--- src/rtl/uart_mapped_io.sv ---
// rtl/uart_mapped_io.sv - memory-mapped UART adapter with TX/RX byte FIFOs and level irq
module uart_mio_fifo #(
    parameter int DEPTH = 4
) (
    input  logic                   clk,
    input  logic                   reset,
    input  logic                   push,
    input  logic [7:0]             push_data,
    input  logic                   pop,
    output logic [7:0]             head,
    output logic [$clog2(DEPTH):0] count,
    output logic                   push_ok
);
    localparam int AW = $clog2(DEPTH);
    localparam int CW = AW + 1;

    logic [7:0]    mem [DEPTH];
    logic [AW-1:0] rd_ptr;
    logic [AW-1:0] wr_ptr;
    logic          pop_ok;

    assign pop_ok  = pop && (count != '0);
    // Room is judged after a same-cycle pop, so a full FIFO still takes a push.
    assign push_ok = push && ((count - CW'(pop_ok)) < CW'(DEPTH));
    assign head    = mem[rd_ptr];

    always_ff @(posedge clk) begin
        if (push_ok) begin
            mem[wr_ptr] <= push_data;
        end
    end

    always_ff @(posedge clk) begin
        if (reset) begin
            rd_ptr <= '0;
            wr_ptr <= '0;
            count  <= '0;
        end else begin
            if (pop_ok) begin
                rd_ptr <= rd_ptr + AW'(1);
            end
            if (push_ok) begin
                wr_ptr <= wr_ptr + AW'(1);
            end
            count <= count + CW'(push_ok) - CW'(pop_ok);
        end
    end
endmodule

module uart_mapped_io #(
    parameter logic [15:0] BASE_ADDR  = 16'hF000,
    parameter int          FIFO_DEPTH = 4,
    parameter int          TX_HOLD    = 3
) (
    input  logic        clk,
    input  logic        reset,
    input  logic [15:0] addr,
    input  logic [7:0]  din,
    input  logic        read_en,
    input  logic        write_en,
    input  logic        acc_en,
    output logic [7:0]  dout,
    output logic        hit,
    output logic [7:0]  txdata,
    output logic        txclk,
    input  logic        txready,
    input  logic [7:0]  rxdata,
    output logic        rxclk,
    input  logic        rxready,
    output logic        irq
);
    localparam int CW = $clog2(FIFO_DEPTH) + 1;
    localparam int HW = (TX_HOLD > 1) ? $clog2(TX_HOLD) : 1;

    typedef enum logic [1:0] {TX_IDLE, TX_STROBE, TX_HOLDOFF} tx_state_t;
    typedef enum logic [1:0] {RX_IDLE, RX_ACK, RX_WAIT} rx_state_t;

    tx_state_t     tx_state;
    rx_state_t     rx_state;
    logic [HW-1:0] hold_cnt;

    logic [15:0]   offset;
    logic          is_wr;
    logic          acc;
    logic          rx_pop;
    logic          tx_push;
    logic          ctrl_wr;
    logic          tx_pop;
    logic          rx_push;
    logic [7:0]    tx_head;
    logic [7:0]    rx_head;
    logic [CW-1:0] tx_count;
    logic [CW-1:0] rx_count;
    logic          tx_push_ok;
    logic          rx_push_ok;
    logic          rx_ie;
    logic          tx_ie;
    logic          rx_ovr;
    logic          tx_ovf;
    logic          tx_full;
    logic          tx_empty;
    logic          rx_avail;
    logic          rx_full;
    logic [7:0]    status;
    logic          unused_bits;

    assign offset  = addr - BASE_ADDR;
    assign hit     = offset < 16'd3;
    // A cycle with both read_en and write_en behaves as a read.
    assign is_wr   = write_en & ~read_en;
    assign acc     = acc_en & hit;
    assign rx_pop  = acc & read_en & (offset == 16'd0);
    assign tx_push = acc & is_wr & (offset == 16'd0);
    assign ctrl_wr = acc & is_wr & (offset == 16'd2);
    assign tx_pop  = (tx_state == TX_IDLE) & (tx_count != '0) & txready;
    assign rx_push = (rx_state == RX_IDLE) & rxready;

    assign tx_full  = tx_count == CW'(FIFO_DEPTH);
    assign tx_empty = tx_count == '0;
    assign rx_avail = rx_count != '0;
    assign rx_full  = rx_count == CW'(FIFO_DEPTH);
    assign status   = {2'b00, tx_ovf, rx_ovr, rx_full, rx_avail, tx_empty, tx_full};

    assign unused_bits = ^din[6:2];

    uart_mio_fifo #(.DEPTH(FIFO_DEPTH)) u_tx_fifo (
        .clk       (clk),
        .reset     (reset),
        .push      (tx_push),
        .push_data (din),
        .pop       (tx_pop),
        .head      (tx_head),
        .count     (tx_count),
        .push_ok   (tx_push_ok)
    );

    uart_mio_fifo #(.DEPTH(FIFO_DEPTH)) u_rx_fifo (
        .clk       (clk),
        .reset     (reset),
        .push      (rx_push),
        .push_data (rxdata),
        .pop       (rx_pop),
        .head      (rx_head),
        .count     (rx_count),
        .push_ok   (rx_push_ok)
    );

    always_comb begin
        dout = 8'h00;
        if (hit && read_en) begin
            case (offset[1:0])
                2'd0:    dout = rx_avail ? rx_head : 8'h00;
                2'd1:    dout = status;
                2'd2:    dout = {6'b000000, tx_ie, rx_ie};
                default: dout = 8'h00;
            endcase
        end
    end

    always_ff @(posedge clk) begin
        if (reset) begin
            rx_ie  <= 1'b0;
            tx_ie  <= 1'b0;
            rx_ovr <= 1'b0;
            tx_ovf <= 1'b0;
            irq    <= 1'b0;
        end else begin
            if (ctrl_wr) begin
                rx_ie <= din[0];
                tx_ie <= din[1];
                if (din[7]) begin
                    rx_ovr <= 1'b0;
                    tx_ovf <= 1'b0;
                end
            end
            // An overflow landing on the same cycle as a clear is kept.
            if (tx_push && !tx_push_ok) begin
                tx_ovf <= 1'b1;
            end
            if (rx_push && !rx_push_ok) begin
                rx_ovr <= 1'b1;
            end
            irq <= (rx_ie & rx_avail) | (tx_ie & tx_empty);
        end
    end

    always_ff @(posedge clk) begin
        if (reset) begin
            tx_state <= TX_IDLE;
            txdata   <= 8'h00;
            txclk    <= 1'b0;
            hold_cnt <= '0;
        end else begin
            case (tx_state)
                TX_IDLE: begin
                    if (tx_pop) begin
                        txdata   <= tx_head;
                        txclk    <= 1'b1;
                        tx_state <= TX_STROBE;
                    end
                end
                TX_STROBE: begin
                    txclk    <= 1'b0;
                    hold_cnt <= '0;
                    tx_state <= TX_HOLDOFF;
                end
                TX_HOLDOFF: begin
                    if (hold_cnt == HW'(TX_HOLD - 1)) begin
                        tx_state <= TX_IDLE;
                    end else begin
                        hold_cnt <= hold_cnt + HW'(1);
                    end
                end
                default: begin
                    txclk    <= 1'b0;
                    tx_state <= TX_IDLE;
                end
            endcase
        end
    end

    always_ff @(posedge clk) begin
        if (reset) begin
            rx_state <= RX_IDLE;
            rxclk    <= 1'b0;
        end else begin
            case (rx_state)
                RX_IDLE: begin
                    if (rxready) begin
                        rxclk    <= 1'b1;
                        rx_state <= RX_ACK;
                    end
                end
                RX_ACK: begin
                    rxclk    <= 1'b0;
                    rx_state <= RX_WAIT;
                end
                RX_WAIT: begin
                    if (!rxready) begin
                        rx_state <= RX_IDLE;
                    end
                end
                default: begin
                    rxclk    <= 1'b0;
                    rx_state <= RX_IDLE;
                end
            endcase
        end
    end
endmodule

--- config.mk ---
export PLATFORM = sky130hd
export DESIGN_NAME = uart_mapped_io
export DESIGN_NICKNAME = d
export VERILOG_FILES = /design/src/rtl/uart_mapped_io.sv
export SDC_FILE = /design/constraint.sdc
export NUM_CORES = 1
export LEC_CHECK = 0
export BUFFER_PORTS_ARGS = -buffer_cell sky130_fd_sc_hd__buf_2
export CORE_UTILIZATION = 59
export CTS_BUF_LIST = sky130_fd_sc_hd__clkbuf_4 sky130_fd_sc_hd__clkbuf_8
export DETAILED_ROUTE_END_ITERATION = 6
export PLACE_DENSITY = 0.87
export SKIP_LAST_GASP = 1
export SYNTH_ARGS = -nofsm -noshare
export SYNTH_HDL_FRONTEND = slang
export SYNTH_SLANG_ARGS = --single-unit
--- constraint.sdc ---
create_clock -name clk -period 4.6 [get_ports clk]
set_clock_uncertainty 0.15 [all_clocks]
set_input_delay 0.46 -clock clk [delete_from_list [all_inputs] [get_ports clk]]
set_output_delay 0.46 -clock clk [all_outputs]
set_load 0.02 [all_outputs]
==> flow_summary.toml, run 1 <==
[status]
status = "finished clean"

[timing]
worstMarginPinSlew_ns = 0.798
maxSlewViolCount = 0
setup_viol = 0
grt_setup_unrepaired = "no"
layout_min_cycle_time_ns = 3.41
slew_headroom = 0.464
fin_crit_sh = 0.742
max_clock_freq_mhz = 293
hold_violations = 0
hold_ws_ns = 0.155
fin_tns_setup_ns = 0

[critical_path]
critPathCaptureType = "register"
crit_type = "reg2reg"
worstPathMaxFanout = 11
start_kind = "register"
crit_required_ns = 4.69
crit_arrival_ns = 3.50

[place]
hpwl_um = 5710
portBuffers = 58
gp_congestion = 0.854

[clock_network]
cts_resized = 0
clk_path_buf_depth = 2
cts_buffers = 9
clkLatencyLatePin_ns = 0.37
root_buffer = "clkbuf_8"
cts_setup_buffers = 0
cts_num_sinks = 101
htree_levels = 3
hold_buffers = 0
clkTransAtPathRegs_ns = 0.10
tritoncts = "built"

[power_and_ir_drop]
p_leak_nw = 1.76
finalPower_mw = 2.05
power_density_nw_per_um2 = 425
peakVddDrop_uv = 356

[layout]
nets = 429
antenna_cells = 0
layout-drive-gt1-share = 0.257
fillCellCount = 500
area_growth_pct = 12.9

[yosys]
ys_warn_count = 0
syn_area_um2 = 4270
synth_edf_count = 64
synthCells = 316
avgSynthCellArea_um2 = 13.5
ys_ff_latch = 101
yosys.area.top_type = "edfxtp_1"
ys_seq_area_frac = 0.624
async_reset_ff_frac = 0
synthTopCellsByArea = "edfxtp_1, dfxtp_1, mux4_2, ha_1, a21oi_1"
syn_nets = 372
synth_largest_type_area_fraction = 0.450
synthFlopType = "edfxtp_1"
post_synth_num_cell_types = 44

[run]
cap_violations = 0

[die]
row_count = 30
die_area_um2 = 7580
fp.dieH_um = 87.0
start_util = 0.618
core_um2 = 6910
dieWidth_um = 87.0
io_pins = 59

[detailed_routing]
drt_iter0_markers = 139
route.detailed.wl_per_inst_um = 16.8
avgViaCountPerCell = 5.57
final_antenna_net_count = 0
vias = 2638
routed_wl_um = 7960
route.detailed.drc = 0
firstDrtPassIters = 4

[min_path]
min_path_type = "in2reg"

[grt]
grt_pass1_vias = 2661
overflow = 0
grt_pass1_wl_um = 13100
antenna_found_initial = 0
grt_max_degree = 37
track_usage = 0.237
## report_power, final
part	leakage [nW]	internal [mW]	total, mW	switching (mW)
Sequential	0.880	1.04	1.11	0.0730
Clock	0.0960	0.204	0.515	0.311
Combinational	0.784	0.195	0.420	0.225
## cells in the final DEF (no fill, tap or decap), types with 4 or more instances in the layout
cell and instances:
dfxtp_1 37, nand4_1 5, edfxtp_1 64, inv_1 16, or4_1 4, a21oi_1 23, and3_1 5, nor2_1 23
and2_1 6, o21ai_0 4, mux4_2 16, ha_1 15, nor2b_1 6, nand2_1 21, clkbuf_8 9, nand3_1 4
buf_2 58, nor3_1 12, xnor2_1 7
## cell usage after synthesis, types with 2 or more instances
master	count
buf_2	2
and2_1	6
xnor2_1	7
inv_1	16
mux4_2	16
clkbuf_1	12
and3_1	5
dfxtp_1	37
nand4_1	5
nor2_1	23
o21ai_0	4
edfxtp_1	64
fa_1	2
nor4_1	2
a2bb2oi_1	2
a22oi_1	3
nand2b_1	2
or4_1	4
xor2_1	2
nor2b_1	6
a21oi_1	23
nor3_1	12
o31ai_1	2
nand3_1	4
nor3b_1	2
ha_1	15
nand2_1	21
## flip-flops by register name (all words and copies together) (netlist names), 3 cells and up, named ones only
register	flops
u_rx_fifo.mem	32
u_rx_fifo.count	3
txdata	8
u_tx_fifo.count	3
u_tx_fifo.mem	32
## critical path: stages (launching register included)
cell and delay, ns:
dfxtp_1 0.38, nor3_1 0.29, nand3b_1 0.42, inv_2 0.22
ha_1 0.26, ha_1 0.20, xnor2_1 0.26, nand4_1 0.18
nor2_1 0.20, ha_1 0.19, fa_1 0.40, nor2b_1 0.14
## logic make-up after synthesis
logic type	Yosys count	share of synthesized area
AOI/OAI and AO/OA	40	0.0566
xor gates and xnor gates	9	0.0185
adders and majority gates	17	0.0534
buffers and inverters	31	0.0279
DFF	101	0.624
muxes	17	0.0868
and+or+nand+nor	101	0.133
## stage by stage
step | utilization | worst slack [ns] | std cells | area, um2
after global placement | 0.671 | 0.952 | 458 | 4640
final | 0.698 | 1.19 | 474 | 4820
after global routing | 0.698 | 0.999 | 474 | 4820
after floorplan | - | 0.998 | 316 | 4270
after detailed placement | 0.671 | 0.780 | 458 | 4640
after CTS | 0.698 | 1.18 | 474 | 4820
## final cells by class
cell class | count | area (um2) | share of cell area
repair buffers | 60 | 305 | 0.0634
multi-input cells | 184 | 1490 | 0.308
flip-flops and latches | 101 | 2660 | 0.553
well taps | 96 | 120 | 0.0249
clock inverters | 7 | 57.6 | 0.0119
inverters | 17 | 63.8 | 0.0132
clock buffers | 9 | 124 | 0.0257
## final timing paths
check | startpoint | end | slack, ns | cells past startpoint
worst max-delay path | u_tx_fifo.count[2] | u_tx_fifo.count[1] | 1.19 | 11
worst min-delay path | din[5] | u_tx_fifo.mem[2][5] | 0.15 | 1
worst max register to register | u_tx_fifo.count[2] | u_tx_fifo.count[1] | 1.19 | 11
worst min register to register | txdata[4] | txdata[4] | 0.31 | 2
## per-layer routing
layer  vias to the layer above  routed length (um)  part of all wire  track usage
met1                      1288                3190              0.40        0.266
met3                         7                 395             0.050       0.0777
met2                        59                4300              0.54        0.437
met5                         -                   0                 0            0
li1                       1284                   -                 -            -
met4                         0                  70            0.0088       0.0500
Power figures use the tool's default switching activity.
==> inputs of run 2 (changes only) <==
--- a/config.mk
+++ b/config.mk
@@ -6,10 +6,10 @@
 export NUM_CORES = 1
 export LEC_CHECK = 0
 export BUFFER_PORTS_ARGS = -buffer_cell sky130_fd_sc_hd__buf_2
-export CORE_UTILIZATION = 59
+export CORE_UTILIZATION = 53
 export CTS_BUF_LIST = sky130_fd_sc_hd__clkbuf_4 sky130_fd_sc_hd__clkbuf_8
 export DETAILED_ROUTE_END_ITERATION = 6
-export PLACE_DENSITY = 0.87
+export PLACE_DENSITY = 0.82
 export SKIP_LAST_GASP = 1
 export SYNTH_ARGS = -nofsm -noshare
 export SYNTH_HDL_FRONTEND = slang
==> constraint.sdc (replaced) <==
create_clock -name clk -period 3.01 [get_ports clk]
set_clock_uncertainty 0.15 [all_clocks]
set_input_delay 0.301 -clock clk [delete_from_list [all_inputs] [get_ports clk]]
set_output_delay 0.301 -clock clk [all_outputs]
set_load 0.02 [all_outputs]
==> flow_summary.toml, run 2 (synthesis results as in run 1) <==
[grt]
busiest_layer = "met2"
antenna_found_initial = 0
grt_pass1_wl_um = 13600
grt_max_degree = 37
grt_use_met1 = 0.244
grt_pass1_vias = 2898
track_usage = 0.212
gr-usage-met3 = 0.0580
overflow = 0
grt_util_met2 = 0.392

[place]
dp.cells = 481
hpwl_um = 6070
portBuffers = 58
gp_congestion = 0.862
place_area_um2 = 4870
pre_cts_slack_ns = -0.236

[timing]
hold_violations = 0
slew_headroom = 0.558
fin_ws_ns = 0.0737
layout_min_cycle_time_ns = 2.94
maxSlewViolCount = 0
fin_crit_sh = 0.976
setup_viol = 0
worstMarginPinSlew_ns = 0.663
grt_setup_unrepaired = "yes"
fin_tns_setup_ns = 0
max_clock_freq_mhz = 341

[clock_network]
clk_path_buf_depth = 2
clkLatencyLatePin_ns = 0.36
cts_num_sinks = 101
htree_levels = 3
cts_buffers = 9
root_buffer = "clkbuf_8"
tritoncts = "built"
clkTransAtPathRegs_ns = 0.09
cts_setup_buffers = 0

[layout]
fin_cells = 508
finalCoreUtilization = 0.669
mostFrequentLayoutCell = "edfxtp_1"
layout-drive-gt1-share = 0.310
antenna_cells = 0
finish.instance_area_um2 = 5190
fillCellCount = 573
reg_top3 = "u_rx_fifo.mem (32), u_tx_fifo.mem (32), txdata (8)"
nets = 457
area_growth_pct = 21.7
final_cell_mix = "edfxtp_1, buf_2, dfxtp_1"

[detailed_routing]
final_antenna_net_count = 0
firstDrtPassIters = 4
avgViaCountPerCell = 5.45
vias = 2771
route.detailed.drc = 0
route.detailed.wl_per_inst_um = 16.4
routed_wl_um = 8350
drt_iter0_markers = 192

[min_path]
min_path_type = "in2reg"

[critical_path]
worstPathMaxFanout = 8
critPathCaptureType = "output port"
crit_required_ns = 2.56
start_kind = "primary input"
crit_type = "in2out"
crit_arrival_ns = 2.49

[die]
row_count = 32
fp.dieH_um = 91.7
start_util = 0.549
io_pins = 59
core_um2 = 7770
die_area_um2 = 8410
dieWidth_um = 91.7

[power_and_ir_drop]
sw_frac_of_total = 0.292
peakVddDrop_uv = 319
combinationalPowerShare = 0.225
p_int_mw = 2.29
power.share.sequential = 0.526
p_switching_mw = 0.945
pwr-share-clk = 0.250
p_leak_nw = 1.91
power_density_nw_per_um2 = 623

[status]
status = "finished clean"

[run]
cap_violations = 0
## run 2: changes by cell type in the layout (fill, tap and decap cells not counted), sizes merged
cell / change
buf: +17
dlygate4sd3: +11
clkbuf: +1
inv: +1
clkinv: -2
## run 2: repair_timing
action	in CTS	in global routing
hold buffers	10	1
gates resized for setup	0	5
endpoints found under the setup margin	0	28
endpoints found under the hold margin	40	4
## run 2: worst paths after layout
path | from | endpoint | slack [ns] | depth (start not counted)
worst min register to register | txdata[7] | txdata[7] | 0.31 | 2
worst max register to register | u_rx_fifo.count[2] | u_rx_fifo.count[2] | 0.09 | 13
worst max-delay path | addr[11] | dout[2] | 0.07 | 7
worst min-delay path | rxdata[7] | u_rx_fifo.mem[1][7] | 0.02 | 1
## run 2: routing by layer
layer,share of wire,vias to the layer above
li1,-,1344
met1,0.41,1353
met2,0.55,70
met3,0.032,4
met4,0.0054,0
met5,0,-
## run 2: final cells by class
cell class                      instances  area, um2  share of cell area
Clock buffer                           10        138              0.0265
Clock inverter                          6       52.6              0.0101
Inverter                               17       63.8              0.0123
Multi-Input combinational cell        184       1560               0.299
Sequential cell                       101       2660               0.513
Tap cell                              102        128              0.0246
Timing Repair Buffer                   88        593               0.114
## run 2: power by group through the flow
stage                     Sequential (mW)  Clock, mW  Combinational [mW]
after global placement               1.72          0               0.669
after floorplan                      1.71          0               0.460
final                                1.70      0.809               0.727
after global routing                 1.72      0.892               0.802
after detailed placement             1.73          0               0.699
after CTS                            1.70      0.834               0.714
## run 2: critical path, cell delays in order
cell	delay [ns]
buf_2	0.10
or4_4	0.55
nand4bb_4	0.25
buf_4	0.17
or3b_1	0.49
nor4_1	0.38
buf_2	0.23
## run 2: stage by stage
| stage | hold slack [ns] | total power, mW |
|---|---|---|
| after floorplan | 0.250 | 2.17 |
| after global placement | 0.290 | 2.39 |
| after detailed placement | 0.297 | 2.43 |
| after CTS | 0.00134 | 3.25 |
| after global routing | 0.00761 | 3.42 |
| final | 0.0235 | 3.24 |
